**config.mk**
```make
export PLATFORM = sky130hd
export DESIGN_NAME = spi_xfer_sequencer
export DESIGN_NICKNAME = d
export VERILOG_FILES = /design/src/rtl/spi_xfer_sequencer.sv
export SDC_FILE = /design/constraint.sdc
export NUM_CORES = 1
export LEC_CHECK = 0
export CORE_MARGIN = 2
export CORE_UTILIZATION = 53
export DETAILED_ROUTE_END_ITERATION = 16
export PLACE_DENSITY = 0.79
export SKIP_CTS_REPAIR_TIMING = 1
export SLEW_MARGIN = 25
export SYNTH_ARGS = -nofsm -noshare
export SYNTH_HDL_FRONTEND = slang
export SYNTH_SLANG_ARGS = --single-unit
```
**constraint.sdc**
```tcl
create_clock -name clk -period 2.9 [get_ports clk]
set_input_delay 0.435 -clock clk [delete_from_list [all_inputs] [get_ports clk]]
set_output_delay 0.435 -clock clk [all_outputs]
set_load 0.01 [all_outputs]
```
**src/rtl/spi_xfer_sequencer.sv**
```systemverilog
// Byte-stream sequencer between a TX/RX FIFO pair and a single-byte SPI master driver.
// At most one transfer is in flight; a watchdog aborts transfers the driver never completes.
module spi_xfer_sequencer #(
  parameter int DEPTH   = 8,
  parameter int TIMEOUT = 1024
) (
  input  logic                    clk,
  input  logic                    rst,
  input  logic [7:0]              tx_data,
  input  logic                    tx_valid,
  output logic                    tx_ready,
  output logic [7:0]              rx_data,
  output logic                    rx_valid,
  input  logic                    rx_ready,
  output logic [7:0]              drv_data_in,
  output logic                    drv_start,
  input  logic                    drv_en,
  input  logic [7:0]              drv_data_out,
  output logic                    busy,
  output logic                    err,
  input  logic                    err_clr,
  output logic [$clog2(DEPTH):0]  tx_level,
  output logic [$clog2(DEPTH):0]  rx_level
);
  localparam int AW = $clog2(DEPTH);
  localparam int LW = AW + 1;
  localparam int CW = $clog2(TIMEOUT);
  localparam logic [LW-1:0] FULL    = LW'(DEPTH);
  localparam logic [CW-1:0] WD_LAST = CW'(TIMEOUT - 1);

  typedef enum logic [1:0] {
    IDLE      = 2'd0,
    WAIT_EN   = 2'd1,
    WAIT_DONE = 2'd2
  } state_t;

  state_t          state_r, state_s;
  logic [7:0]      tx_mem [DEPTH];
  logic [7:0]      rx_mem [DEPTH];
  logic [AW-1:0]   tx_wptr_r, tx_rptr_r, rx_wptr_r, rx_rptr_r;
  logic [LW-1:0]   tx_level_r, rx_level_r;
  logic [CW-1:0]   wdog_r;
  logic [7:0]      drv_data_r;
  logic            drv_start_r, err_r;
  logic            launch_s, rx_push_s, timeout_s, tx_wr_s, rx_pop_s, wd_last_s;

  assign tx_wr_s   = tx_valid && (tx_level_r != FULL);
  assign rx_pop_s  = rx_ready && (rx_level_r != LW'(0));
  assign wd_last_s = (wdog_r == WD_LAST);

  // FIFO storage arrays; contents are don't-care until written
  always_ff @(posedge clk) begin
    if (tx_wr_s)   tx_mem[tx_wptr_r] <= tx_data;
    if (rx_push_s) rx_mem[rx_wptr_r] <= drv_data_out;
  end

  // FIFO pointers and occupancy; the launch edge is the only TX pop
  always_ff @(posedge clk or posedge rst) begin
    if (rst) begin
      tx_wptr_r  <= AW'(0);
      tx_rptr_r  <= AW'(0);
      tx_level_r <= LW'(0);
      rx_wptr_r  <= AW'(0);
      rx_rptr_r  <= AW'(0);
      rx_level_r <= LW'(0);
    end else begin
      if (tx_wr_s)   tx_wptr_r <= tx_wptr_r + AW'(1);
      if (launch_s)  tx_rptr_r <= tx_rptr_r + AW'(1);
      if (tx_wr_s && !launch_s)      tx_level_r <= tx_level_r + LW'(1);
      else if (!tx_wr_s && launch_s) tx_level_r <= tx_level_r - LW'(1);
      if (rx_push_s) rx_wptr_r <= rx_wptr_r + AW'(1);
      if (rx_pop_s)  rx_rptr_r <= rx_rptr_r + AW'(1);
      if (rx_push_s && !rx_pop_s)      rx_level_r <= rx_level_r + LW'(1);
      else if (!rx_push_s && rx_pop_s) rx_level_r <= rx_level_r - LW'(1);
    end
  end

  // Next-state logic; launching only with RX space free reserves the slot for the reply
  always_comb begin
    state_s   = state_r;
    launch_s  = 1'b0;
    rx_push_s = 1'b0;
    timeout_s = 1'b0;
    case (state_r)
      IDLE: begin
        if ((tx_level_r != LW'(0)) && (rx_level_r != FULL) && !err_r) begin
          state_s  = WAIT_EN;
          launch_s = 1'b1;
        end else begin
          state_s = IDLE;
        end
      end
      WAIT_EN: begin
        if (drv_en) begin
          state_s = WAIT_DONE;
        end else if (wd_last_s) begin
          state_s   = IDLE;
          timeout_s = 1'b1;
        end else begin
          state_s = WAIT_EN;
        end
      end
      WAIT_DONE: begin
        if (!drv_en) begin
          state_s   = IDLE;
          rx_push_s = 1'b1;
        end else if (wd_last_s) begin
          state_s   = IDLE;
          timeout_s = 1'b1;
        end else begin
          state_s = WAIT_DONE;
        end
      end
      default: begin
        state_s = IDLE;
      end
    endcase
  end

  // State, driver handshake, watchdog and sticky error registers
  always_ff @(posedge clk or posedge rst) begin
    if (rst) begin
      state_r     <= IDLE;
      drv_start_r <= 1'b0;
      drv_data_r  <= 8'h00;
      wdog_r      <= CW'(0);
      err_r       <= 1'b0;
    end else begin
      state_r     <= state_s;
      drv_start_r <= launch_s;
      if (launch_s) drv_data_r <= tx_mem[tx_rptr_r];
      // Saturates so a late WAIT_EN exit still times out in WAIT_DONE
      if (launch_s)                              wdog_r <= CW'(0);
      else if ((state_r != IDLE) && !wd_last_s)  wdog_r <= wdog_r + CW'(1);
      if (timeout_s)    err_r <= 1'b1;
      else if (err_clr) err_r <= 1'b0;
    end
  end

  assign tx_ready    = (tx_level_r != FULL);
  assign rx_valid    = (rx_level_r != LW'(0));
  assign rx_data     = rx_valid ? rx_mem[rx_rptr_r] : 8'h00;
  assign drv_data_in = drv_data_r;
  assign drv_start   = drv_start_r;
  assign busy        = (state_r != IDLE);
  assign err         = err_r;
  assign tx_level    = tx_level_r;
  assign rx_level    = rx_level_r;

endmodule
```
==> results_dict.tcl <==
set metrics [dict create \
    status "finished, final reports clean" \
    drive_gt1_share_pct 22.1 \
    ys_warn_count 0 \
    grt_pass1_vias 3902 \
    p_sw_share_pct 30.6 \
    p_leak_nw 3.03 \
    wl_per_cell_um 19.2 \
    grt_max_degree 43 \
    syn_avg_cell_area_um2 17.0 \
    synth_area_leaders "edfxtp_1 54%, dfrtp_1 15%, mux4_2 10%, ha_1 2.6%, mux2i_1 2.4%" \
    hold_viol 0 \
    synth_cells 418 \
    fin_area_mm2 0.00857 \
    cts_max_level 4 \
    cts_buffers 17 \
    grt-ovfl-total 0 \
    diodes 0 \
    hold_start "wdog_r[9]$_DFFE_PP0P_" \
    dr.first_iter.drc_count 321 \
    fin_nets 533 \
    p_int_mw 6.18 \
    antenna_found_initial 0 \
    holdPathEnd "wdog_r[9]$_DFFE_PP0P_" \
    cp_max_fo 6 \
    critPathCaptureType "flop" \
    cts-root-buf "clkbuf_16" \
    cp.required_ns 3.21 \
    fmaxAchievable_mhz 357 \
    slew_viol_final 0 \
    fp.dieH_um 120 \
    start_kind "flop" \
    drc_errors 0 \
    r2r-end "tx_level[3]$_DFFE_PP0P_" \
    pwr-share-clk_pct 26.3 \
    rrSetupSlack_ns 0.10 \
    crit-reg2reg-launch "state_r[0]$_DFF_PP0_" \
    start_util_pct 54.1 \
    ioPinCount 51 \
    setup_violations 0 \
    min_path_type "flop to flop" \
    vias 3826 \
    syn_area_mm2 0.00710 \
    ir_worst_vdd_mv 0.656 \
    nFillCells 872 \
    p_comb_share_pct 34.3 \
    clk_path_buf_depth 2 \
    power_density_mw_per_mm2 1040 \
    port_buffers 50 \
    regArea_mm2 0.00490 \
    maxSlewHeadroom_pct 38.6 \
    gp_congestion 0.865 \
    postRouteAntennaNets 0 \
    clk_pin_slew_worst_paths_ns 0.06 \
    cts.sinks 170 \
    die_w_um 120 \
    maxCapViolCount 0 \
    finalCriticalPeriod_ns 2.80 \
    ys_seq_elements 170 \
    grt_usage_pct 19.7 \
    dieArea_mm2 0.0143 \
    path_class "flop to flop" \
    synth_nets 457 \
    timing.final.crit_share_pct 96.5 \
    coreArea_mm2 0.0131 \
    synth_top_area_share_pct 54.1 \
    place_area_mm2 0.00791 \
    multiInputGateArea_mm2 0.00207 \
    dp_slack_ns 0.0418 \
    grt_first_pass_wirelength_um 20800 \
    syn_to_final_growth_pct 20.6 \
    drt-pass1-iter-count 4 \
    rows 42 \
    tritoncts "done" \
    switchingPower_mw 2.72 \
    worstSkewPairLatency_ns 0.42 \
    hold_depth 2 \
    synth_cell_types 46 \
    synth_area_leader_cell "edfxtp_1" \
    r2r_cells 12 \
    seqPwrFrac_pct 39.3 \
    setup_ws_ns 0.101 \
    wl_um 13100 \
    ys_seq_area_share_pct 68.9 \
    viasPerCell 5.60 \
    worstMarginPinSlew_ns 0.919 \
    fin_skew_ns 0.00839 \
    dpl.hpwl_um 8330 \
    cp_data_arrival_time_ns 3.11 \
]
==> cell usage after synthesis (all sizes together) <==
library cell and n:
mux4 32, and4 1, nor2b 1, nor4 6, a221o 2, a41oi 1
or3 2, a21boi 2, a21o 2, dfrtp 42, xor2 2, nor2 33
and3 1, ha 15, a2111oi 2, a311oi 2, mux2i 17, nand4b 2
inv 13, edfxtp 128, nor4b 1, mux2 6, nand3 2, a21oi 14
xnor2 14, buf 13, nor3 11, a31oi 5, o22ai 1, a211o 1
fa 2, nand2b 5, nand4 1, o32ai 1, nand2 23, o31ai 1
clkbuf 6, o21ai 5
==> kinds of logic (layout without fill, tap and decap cells) <==
family	after synthesis	after routing	share of synthesized area [%]
AOI/OAI and AO/OA	39	39	3.65
xor gates and xnor gates	16	16	1.97
DFF	170	170	68.9
buffers and inverters	32	121	2.47
muxes	55	55	13.5
and+or+nand+nor	89	89	6.29
adders and majority gates	17	17	3.21
==> layer usage <==
metal / share of wire (%) / track usage (%)
met5: 0 / 0
met4: 1.6 / 9.26
met3: 4.5 / 4.47
met2: 54 / 33.5
met1: 40 / 24.1
==> cell type report <==
cell class | instances | area share (%)
Timing Repair Buffer | 76 | 8.21
Tap cell | 176 | 2.57
Multi-Input combinational cell | 216 | 24.2
Inverter | 13 | 0.570
Clock buffer | 21 | 5.26
Clock inverter | 11 | 2.00
Sequential cell | 170 | 57.2
==> critical path, stage by stage (launching register included) <==
cell and delay [ns]:
dfrtp_1 0.40, inv_1 0.12, ha_4 0.18, inv_2 0.06, nor4_4 0.29, inv_2 0.12
ha_4 0.19, inv_2 0.09, ha_1 0.24, a21o_1 0.22, a2111oi_2 0.38, a31oi_1 0.07
a221o_1 0.32
==> stage by stage <==
stage	hold slack [ns]	TNS (ns)	util [%]	power, mW	instances
2_1_floorplan	0.470	0	-	5.49	418
6_report	0.514	0	65.2	8.90	683
3_5_place_dp	0.472	0	60.2	6.54	650
3_3_place_gp	0.467	0	60.2	6.41	650
4_1_cts	0.482	-0.0148	64.9	8.93	682
5_1_grt	0.546	-0.0161	65.2	9.40	683
==> registers in the layout, indices dropped and copies added (netlist names) <==
signal       cells
rx_level         4
state_r          2
err              1
rx_wptr_r        3
tx_wptr_r        3
rx_rptr_r        3
drv_start        1
tx_level         4
drv_data_in      8
tx_mem          64
tx_rptr_r        3
wdog_r          10
rx_mem          64
==> how the worst max path moves through the flow <==
stage | to | cells past startpoint | from | slack, ns
floorplan | tx_level[3]$_DFFE_PP0P_ | 12 | state_r[1]$_DFF_PP0_ | 0.009
global route | tx_level[3]$_DFFE_PP0P_ | 12 | state_r[0]$_DFF_PP0_ | -0.02
finish | tx_level[3]$_DFFE_PP0P_ | 12 | state_r[0]$_DFF_PP0_ | 0.10
detailed placement | rx_level[3]$_DFFE_PP0P_ | 9 | drv_en | 0.04
global placement | rx_level[3]$_DFFE_PP0P_ | 9 | drv_en | 0.14
CTS | rx_data[0] | 5 | rx_rptr_r[0]$_DFFE_PP0P_ | -0.01
==> power groups by stage <==
stage                     Clock, mW  Sequential [mW]  Combinational, mW
after global placement            0             3.51               2.90
final                          2.35             3.50               3.06
after detailed placement          0             3.54               3.00
after CTS                      2.39             3.50               3.04
after floorplan                   0             3.38               2.11
after global routing           2.49             3.57               3.34
==> cells in the final DEF, fill, tap and decap left out, types with 3 or more instances in the layout <==
cell             count
a21oi_1             12
xnor2_1             14
nand2_1             22
dfrtp_1             39
inv_1                7
a31oi_1              5
mux2i_1             17
o21ai_0              5
clkdlybuf4s50_1     50
clkbuf_1             3
nor2_1              33
edfxtp_1           128
nor3_1              11
bufinv_16            4
ha_1                12
dfrtp_2              3
mux2_2               6
mux4_2              32
clkinv_4             4
buf_4               25
nand2b_1             5
inv_2                6
nor4_1               4
clkbuf_16           17
Note: power is estimated with default switching activity, not from simulation.
